<file path="config.mk">
export PLATFORM = sky130hd
export DESIGN_NAME = ibex_rvfi_trace_buffer
export DESIGN_NICKNAME = d
export VERILOG_FILES = /design/src/rtl/ibex_trace_pkg.sv /design/src/rtl/ibex_trace_fifo.sv /design/src/rtl/ibex_rvfi_trace_buffer.sv
export SDC_FILE = /design/constraint.sdc
export NUM_CORES = 1
export LEC_CHECK = 0
export CORE_UTILIZATION = 55
export CTS_CLUSTER_DIAMETER = 40
export DETAILED_ROUTE_END_ITERATION = 16
export GPL_TIMING_DRIVEN = 0
export PLACE_DENSITY = 0.74
export REMOVE_ABC_BUFFERS = 1
export SYNTH_ARGS = -nofsm -noshare
export SYNTH_HDL_FRONTEND = slang
export SYNTH_SLANG_ARGS = --single-unit
</file>
<file path="constraint.sdc">
create_clock -name clk_i -period 6.2 [get_ports clk_i]
set_input_delay 1.24 -clock clk_i [delete_from_list [all_inputs] [get_ports clk_i]]
set_output_delay 1.24 -clock clk_i [all_outputs]
set_load 0.02 [all_outputs]
</file>
<file path="src/rtl/ibex_trace_pkg.sv">
// Shared types for the RVFI trace buffer: record layout, filter modes, FSM states
// and the retirement filter.
package ibex_trace_pkg;

   typedef enum logic [1:0] {
      MODE_ALL  = 2'd0,
      MODE_TRAP = 2'd1,
      MODE_MEM  = 2'd2,
      MODE_RD   = 2'd3
   } trace_mode_e;

   typedef enum logic [1:0] {
      ST_IDLE      = 2'd0,
      ST_CAPTURE   = 2'd1,
      ST_POST_TRIG = 2'd2,
      ST_FROZEN    = 2'd3
   } trace_state_e;

   typedef struct packed {
      logic [31:0] pc;
      logic [31:0] insn;
      logic [4:0]  rd_addr;
      logic [31:0] rd_wdata;
      logic        trap;
      logic        intr;
      logic [1:0]  mode;
   } trace_rec_t;

   function automatic logic filter_pass(input trace_mode_e mode,
                                        input logic        trap,
                                        input logic        intr,
                                        input logic [3:0]  rmask,
                                        input logic [3:0]  wmask,
                                        input logic [4:0]  rd_addr);
      logic pass;
      pass = 1'b0;
      case (mode)
         MODE_ALL:  pass = 1'b1;
         MODE_TRAP: pass = trap | intr;
         MODE_MEM:  pass = |(rmask | wmask);
         MODE_RD:   pass = (rd_addr != 5'd0);
         default:   pass = 1'b0;
      endcase
      return pass;
   endfunction

endpackage

</file>
<file path="src/rtl/ibex_trace_fifo.sv">
// Synchronous trace FIFO. When full, a lone push either drops the new record or,
// with overwrite_i set, evicts the oldest one; drop_o flags both cases.
module ibex_trace_fifo
   import ibex_trace_pkg::*;
#(
   parameter int unsigned Depth = 16
) (
   input  logic                         clk_i,
   input  logic                         rst_i,
   input  logic                         push_i,
   input  trace_rec_t                   data_i,
   input  logic                         overwrite_i,
   input  logic                         pop_i,
   output trace_rec_t                   data_o,
   output logic                         valid_o,
   output logic [$clog2(Depth+1)-1:0]   level_o,
   output logic                         drop_o
);

   localparam int unsigned PtrW = $clog2(Depth);
   localparam int unsigned LvlW = $clog2(Depth + 1);

   trace_rec_t            mem [Depth];
   logic [PtrW-1:0]       wr_ptr;
   logic [PtrW-1:0]       rd_ptr;
   logic [LvlW-1:0]       level;
   logic                  empty;
   logic                  full;
   logic                  pop_eff;
   logic                  wr_en;
   logic                  evict;

   always_comb begin
      // NOTE: every signal gets a value on every path through this block, so no latch is inferred.
      empty   = (level == '0);
      full    = (level == LvlW'(Depth));
      pop_eff = pop_i && !empty;
      wr_en   = push_i && (!full || pop_eff || overwrite_i);
      evict   = push_i && full && !pop_eff && overwrite_i;
      drop_o  = push_i && full && !pop_eff;
   end

   always_ff @(posedge clk_i) begin
      // NOTE: sequential state uses non-blocking assignments so every register samples pre-edge values.
      if (rst_i) begin
         wr_ptr <= '0;
         rd_ptr <= '0;
         level  <= '0;
      end else begin
         if (wr_en) wr_ptr <= wr_ptr + PtrW'(1);
         if (pop_eff || evict) rd_ptr <= rd_ptr + PtrW'(1);
         if (wr_en && !pop_eff && !evict) begin
            level <= level + LvlW'(1);
         end else if (pop_eff && !push_i) begin
            level <= level - LvlW'(1);
         end
      end
   end

   // NOTE: storage is deliberately unreset; reads are masked by valid_o, so its contents never leak out.
   always_ff @(posedge clk_i) begin
      if (wr_en) mem[wr_ptr] <= data_i;
   end

   assign valid_o = !empty;
   assign data_o  = empty ? '0 : mem[rd_ptr];
   assign level_o = level;

endmodule

</file>
<file path="src/rtl/ibex_rvfi_trace_buffer.sv">
// RVFI retirement trace buffer: filters retired instructions into a FIFO, with a
// PC trigger that freezes capture a programmable number of records later.
module ibex_rvfi_trace_buffer
   import ibex_trace_pkg::*;
#(
   parameter int unsigned Depth    = 16,
   parameter int unsigned DropCntW = 16
) (
   input  logic                         clk_i,
   input  logic                         rst_i,
   input  logic                         enable_i,
   input  logic [1:0]                   mode_i,
   input  logic                         wrap_i,
   input  logic                         trig_en_i,
   input  logic [31:0]                  trig_pc_i,
   input  logic [15:0]                  post_trig_i,
   input  logic                         rvfi_valid,
   input  logic [31:0]                  rvfi_insn,
   input  logic [31:0]                  rvfi_pc_rdata,
   input  logic [31:0]                  rvfi_rd_wdata,
   input  logic                         rvfi_trap,
   input  logic                         rvfi_intr,
   input  logic [1:0]                   rvfi_mode,
   input  logic [4:0]                   rvfi_rd_addr,
   input  logic [3:0]                   rvfi_mem_rmask,
   input  logic [3:0]                   rvfi_mem_wmask,
   output trace_rec_t                   rec_o,
   output logic                         rec_valid_o,
   input  logic                         rec_ready_i,
   output logic [$clog2(Depth+1)-1:0]   level_o,
   output logic [DropCntW-1:0]          drop_cnt_o,
   output logic [1:0]                   state_o,
   output logic                         frozen_o
);

   trace_state_e state;
   trace_rec_t   rec_in;
   logic [15:0]  post_cnt;
   logic         accept;
   logic         trig_hit;
   logic         fifo_drop;

   assign rec_in = '{pc:       rvfi_pc_rdata,
                     insn:     rvfi_insn,
                     rd_addr:  rvfi_rd_addr,
                     rd_wdata: rvfi_rd_wdata,
                     trap:     rvfi_trap,
                     intr:     rvfi_intr,
                     mode:     rvfi_mode};

   assign accept = ((state == ST_CAPTURE) || (state == ST_POST_TRIG)) && rvfi_valid &&
                   filter_pass(trace_mode_e'(mode_i), rvfi_trap, rvfi_intr,
                               rvfi_mem_rmask, rvfi_mem_wmask, rvfi_rd_addr);

   assign trig_hit = trig_en_i && (rvfi_pc_rdata == trig_pc_i);

   // The trigger record is stored; post_cnt counts the records still to follow it.
   always_ff @(posedge clk_i) begin
      if (rst_i) begin
         state    <= ST_IDLE;
         post_cnt <= '0;
      end else if (!enable_i) begin
         state <= ST_IDLE;
      end else begin
         case (state)
            ST_IDLE: state <= ST_CAPTURE;
            ST_CAPTURE: begin
               if (accept && trig_hit) begin
                  post_cnt <= post_trig_i;
                  state    <= (post_trig_i == 16'd0) ? ST_FROZEN : ST_POST_TRIG;
               end
            end
            ST_POST_TRIG: begin
               if (accept) begin
                  post_cnt <= post_cnt - 16'd1;
                  if (post_cnt == 16'd1) state <= ST_FROZEN;
               end
            end
            default: ;
         endcase
      end
   end

   always_ff @(posedge clk_i) begin
      if (rst_i) begin
         drop_cnt_o <= '0;
      end else if (fifo_drop && (drop_cnt_o != '1)) begin
         drop_cnt_o <= drop_cnt_o + DropCntW'(1);
      end
   end

   ibex_trace_fifo #(
      .Depth (Depth)
   ) u_fifo (
      .clk_i       (clk_i),
      .rst_i       (rst_i),
      .push_i      (accept),
      .data_i      (rec_in),
      .overwrite_i (wrap_i),
      .pop_i       (rec_ready_i),
      .data_o      (rec_o),
      .valid_o     (rec_valid_o),
      .level_o     (level_o),
      .drop_o      (fifo_drop)
   );

   assign state_o  = state;
   assign frozen_o = (state == ST_FROZEN);

endmodule
</file>
Word level (Yosys, flattened, before mapping)
Memories as Yosys holds them, arrays and structs flattened. A register that Yosys moved wholly into a read port is not among the register bits.
Index checks and enable logic that the tools add are counted.

storage, ports and cells
  RAM bits = 1680
  memory bits (read-only) = 0
  memories kept = 1
  register bits = 47
  word-level logic and storage cells = 79
  input port bits = 170
  output and inout bits = 130
  latch bits = 0

operators by class
  multipliers = 0
  divide/modulo/power cells = 0
  eq/ne operators = 13
  reduce and logical (&&, ||, !) cells = 34
  $lt $le $gt $ge = 0
  muxes and demuxes = 16
  bitwise operators = 3
  shift-type cells = 0
  add/sub/neg operators = 6

memory list
  name        words  bits a word  read ports  clocked after Yosys merged registers in  write ports  RTL line               source
  u_fifo.mem  16     105          1           1                                        1            ibex_trace_fifo.sv:23  trace_rec_t mem [Depth];

operator list
  kind                                                   count
  two-way mux 105 bit                                    1
  equality test 32 bit                                   1
  two-way mux 16 bit                                     2
  case mux 16 bit (2 select lines)                       1
  adder 16 x 1 -> 16 bit (second input constant)         1
  equality test 16 x 1 -> 1 bit (second input constant)  1
  zero test 16 bit                                       1
  != test 16 bit (second input constant)                 1
  subtractor 16 x 1 -> 16 bit (second input constant)    1
  logical AND 1 bit                                      13
  two-way mux 5 bit                                      2
  adder 4 x 1 -> 4 bit (second input constant)           2
  equality test 2 bit (second input constant)            4
  two-way mux 4 bit                                      2
  AND reduction 4 bit                                    2
  two-way mux 2 bit                                      3
  case mux 2 bit (3 select lines)                        1
  adder 5 x 1 -> 5 bit (second input constant)           1
  equality test 5 bit (second input constant)            1
  zero test 1 bit                                        5
  zero test 5 bit                                        1
  nonzero test 5 bit                                     1
  subtractor 5 x 1 -> 5 bit (second input constant)      1
  equality test 2 x 1 -> 1 bit (second input constant)   2
  other kinds (13)                                       21

Depth between registers and ports, before layout
  word-level depth = 10
  mapped depth = 13

Hierarchy
A second synthesis with hierarchy kept.

second synthesis, totals
  cell total of the unflattened synthesis = 3146
  area total of the unflattened synthesis = 67953.9 um^2

by module, submodules not included
  module                  cells an instance  area each (um^2)  instances  sequential area each (um^2)
  ibex_trace_fifo         2808               65297.6           1          50788.7
  ibex_rvfi_trace_buffer  338                2656.3            1          680.7

Worst setup path after synthesis
OpenSTA, ideal clock, no wires.

  path kind = input port to flip-flop
  start = in mode_i[0]
  end = mem u_fifo.mem[0][0] (netlist name), enable pin
  data required time = 5724 ps
  stages = 5
  slack = 1163 ps
  library setup time = 476 ps
  buffers on the path = 0
  arrival = 4561 ps
  cell sequence = or4b_2 > o211a_1 > nand3_1 > nor3_1 > and2_1

between the ends
  word-level cells in the longest chain between the ends = 6
  elaborated cells between the ends (all ways) = 9

RTL lines
  element                                            RTL line                      source
  start, declared                                    ibex_rvfi_trace_buffer.sv:12  input logic [1:0] mode_i,
  equality test 2 bit, or another cell as far along  ibex_trace_pkg.sv:37          case (mode)
  case mux 1 bit (4 select lines) (*)                ibex_trace_pkg.sv:37
  logical AND 1 bit (*)                              ibex_rvfi_trace_buffer.sv:51  assign accept = ((state == ST_CAPTURE) || (state == ST_POST_TRIG)) && rvfi_valid &&
  logical AND 1 bit (*)                              ibex_trace_fifo.sv:38         wr_en = push_i && (!full || pop_eff || overwrite_i);
  two-way mux 1 bit (*)                              ibex_trace_fifo.sv:62         if (wr_en) mem[wr_ptr] <= data_i;
  two-way mux 1 bit (not written as such) (*)        ibex_trace_fifo.sv:62
  end, declared                                      ibex_trace_fifo.sv:23

Mark *: on every way between the ends. The rest lies on a longest branch, timed or not.

==> out/results.ini <==
[outcome]
status = finished, final reports clean

[pwr]
vdd_ir_drop_max_mv = 0.318
power_density_nw_per_um2 = 388
p_leak_uw = 0.0242

[worst_setup_path]
cp_slowest_cell = dfxtp_4
worstSetupStartpointType = flop
crit_fanout = 42
r2r-start = state_o[0]
worst_ep_arrival_time_ns = 4.67
cp.required_ns = 4.96
critical_path.most_common_cell = buf_16
cp_cell_sequence = buf_16 > buf_16 > buf_16 > buf_16 > mux4_2 > mux4_2 > and2_1 > clkdlybuf4s50_1
ff2ff_path_depth = 9
worstSetupPathType = reg2out
slowest_delay_ns = 0.66
end_kind = primary output

[final_layout]
drive_gt1_share_pct = 25.9
syn_to_final_growth_pct = 18.5
final_nets = 3498
layout_commonest_cell = edfxtp_1
layout_common_cells = edfxtp_1 (1680), mux4_2 (525), clkdlybuf4s50_1 (298)
n_fill_cell = 7404
final_area_um2 = 79500

[timing]
setup_slack_ns = 0.292
tns_ns = 0
slew_headroom_pct = 32.2
skew_ns = 0.0354
rsz0062_at_grt = false
max_slew.worst_pin.slew_ns = 1.01
setup_violations = 0
hold_slack_ns = 0.488
timing.final.crit_share_pct = 95.3
hold_viol_final = 0
slew_violations = 0
timing.fmax_mhz = 169
min_period_ns = 5.91

[placement]
dp_slack_ns = 0.673
place_hpwl_mm = 87.9
dpl_cell_area_um2 = 73200
routabilityCongestion = 0.902
portBuffers = 299

[logic_synthesis]
synth_warnings = 0
ys_ff_latch = 1731
netlist_area_um2 = 67100
synth_flop_cell = edfxtp_1
ys_seq_area_share_pct = 76.7
synthCells = 2901
synthArstFlopShare_pct = 0
ys_types = 57
avgSynthCellArea_um2 = 23.1
synth_edf_count = 1680

[grt]
grt_start_max_net_pins = 77
grt_pass1_vias = 34500
grt_pass1_wl_mm = 236
grt_overflow = 0
gr-usage-all-layers_pct = 27.2
antenna_found_initial = 13

[routing]
vias = 33200
viasPerCell = 6.52
first_pass_iters = 6
drt_iter0_drc = 3954
avgRoutedWirePerCell_um = 32.4
drcViolationCount = 0
drtAntennaViolNets = 0
drt_wl_total_mm = 165

[cts]
cts_root_buf = clkbuf_16
cts_tree = yes
cts_num_sinks = 1731
cts_setup_buffers = 1
htree_levels = 4
cts_hold_buf = 0
cts_buffer_depth = 3
cts_resized = 0
cts_buffers = 190
path_clk_slew_ns = 0.06
clock_latency_ns = 0.79

[die]
die_h_um = 351
start_util_pct = 55.7
io_pins = 300
rows = 127
fp.dieW_um = 351
dieArea_um2 = 123000
fp.coreArea_um2 = 120000

[min_path]
holdCritStartpoint = post_cnt[14]
hp-class = reg2reg
min_path_cells = 2

[run]
cap_violations = 0

power by group:
part / switching [µW] / internal (µW) / total (µW)
Clock: 4570 / 6620 / 11200
Sequential: 119 / 12900 / 13100
Combinational: 3320 / 3270 / 6600
Total: 8010 / 22800 / 30900
critical path, delay by kind of cell, from the launching register on:
family / cells / cell delay, ns
buf+inv: 5 / 1.80
flops: 1 / 0.66
mux: 2 / 1.06
simple gates: 1 / 0.20
per-layer routing:
metal  track usage [%]  vias up  wire length, µm
li1                  -    13200                -
met1              36.6    17600            61500
met2              44.7     1972            82500
met3              6.10      342            15800
met4              8.48       14             4760
met5                 0        -               93
layout make-up:
type | count | area [µm²] | share of cell area [%]
multi-input combinational | 1002 | 15000 | 18.8
sequential | 1731 | 51500 | 64.7
clock buffer | 234 | 5110 | 6.43
inverter | 25 | 98.8 | 0.124
antenna | 7 | 17.5 | 0.0220
tap | 1612 | 2020 | 2.54
timing repair buffer | 363 | 4670 | 5.88
clock inverter | 111 | 1130 | 1.42
cells in the mapped netlist, types with 3 or more instances:
library cell | count | area (µm²)
a21boi_0 | 3 | 22.5
a21o_1 | 5 | 37.5
a21oi_1 | 19 | 95.1
a31oi_1 | 14 | 87.6
a41oi_1 | 5 | 43.8
and2_1 | 124 | 776
buf_1 | 6 | 22.5
buf_2 | 46 | 230
clkbuf_1 | 90 | 338
dfxtp_1 | 51 | 1020
edfxtp_1 | 1680 | 50400
ha_1 | 14 | 175
inv_1 | 24 | 90.1
mux2i_1 | 6 | 60.1
mux4_2 | 525 | 11800
nand2_1 | 25 | 93.8
nand3_1 | 19 | 95.1
nand3b_1 | 3 | 22.5
nand4_1 | 28 | 175
nor2_1 | 45 | 169
nor2b_1 | 16 | 100
nor3_1 | 15 | 75.1
nor3b_1 | 6 | 45.0
nor4_1 | 20 | 125
o211ai_1 | 3 | 22.5
o21ai_0 | 5 | 25.0
o22ai_1 | 4 | 25.0
o31ai_1 | 4 | 30.0
o32ai_1 | 5 | 43.8
o41ai_1 | 5 | 43.8
or3_1 | 3 | 18.8
or4_1 | 4 | 30.0
xnor2_1 | 52 | 455
state kept, by name, summed over array words and instances (netlist names), named ones only:
signal / count
u_fifo.rd_ptr: 4
u_fifo.mem: 1680
drop_cnt_o: 16
u_fifo.wr_ptr: 4
state_o: 2
post_cnt: 16
u_fifo.level_o: 5
path summary, 6_finish.rpt:
| path | to | slack, ns |
|---|---|---|
| setup / recovery | rec_o[55] | 0.29 |
| hold / removal | post_cnt[14] | 0.49 |
| setup reg to reg | u_fifo.mem[13][42] | 2.18 |
| hold reg to reg | post_cnt[14] | 0.49 |
per-stage QoR:
| stage | power (µW) | util, % | cells |
|---|---|---|---|
| after floorplan | 17900 | - | 2758 |
| after global placement | 19700 | 59.4 | 4669 |
| after detailed placement | 19900 | 60.8 | 4732 |
| after CTS | 31000 | 66.0 | 5078 |
| after global routing | 31800 | 66.0 | 5081 |
| final | 30900 | 66.0 | 5085 |
logic make-up (layout without fill, tap and decap cells):
kind of cell             count (synthesis)  in the layout  share of synthesized area, %
other                                    0              7                             0
AND/OR/NAND/NOR                        317            317                          2.69
XOR/XNOR                                53             53                         0.692
flip-flops                            1731           1731                          76.7
buffers and inverters                  168            733                          1.04
adder cells (fa/ha/maj)                 15             15                         0.291
multiplexers                           532            532                          17.7
AO/OA/AOI/OAI                           85             85                         0.871
Note: power is estimated with default switching activity, not from simulation.
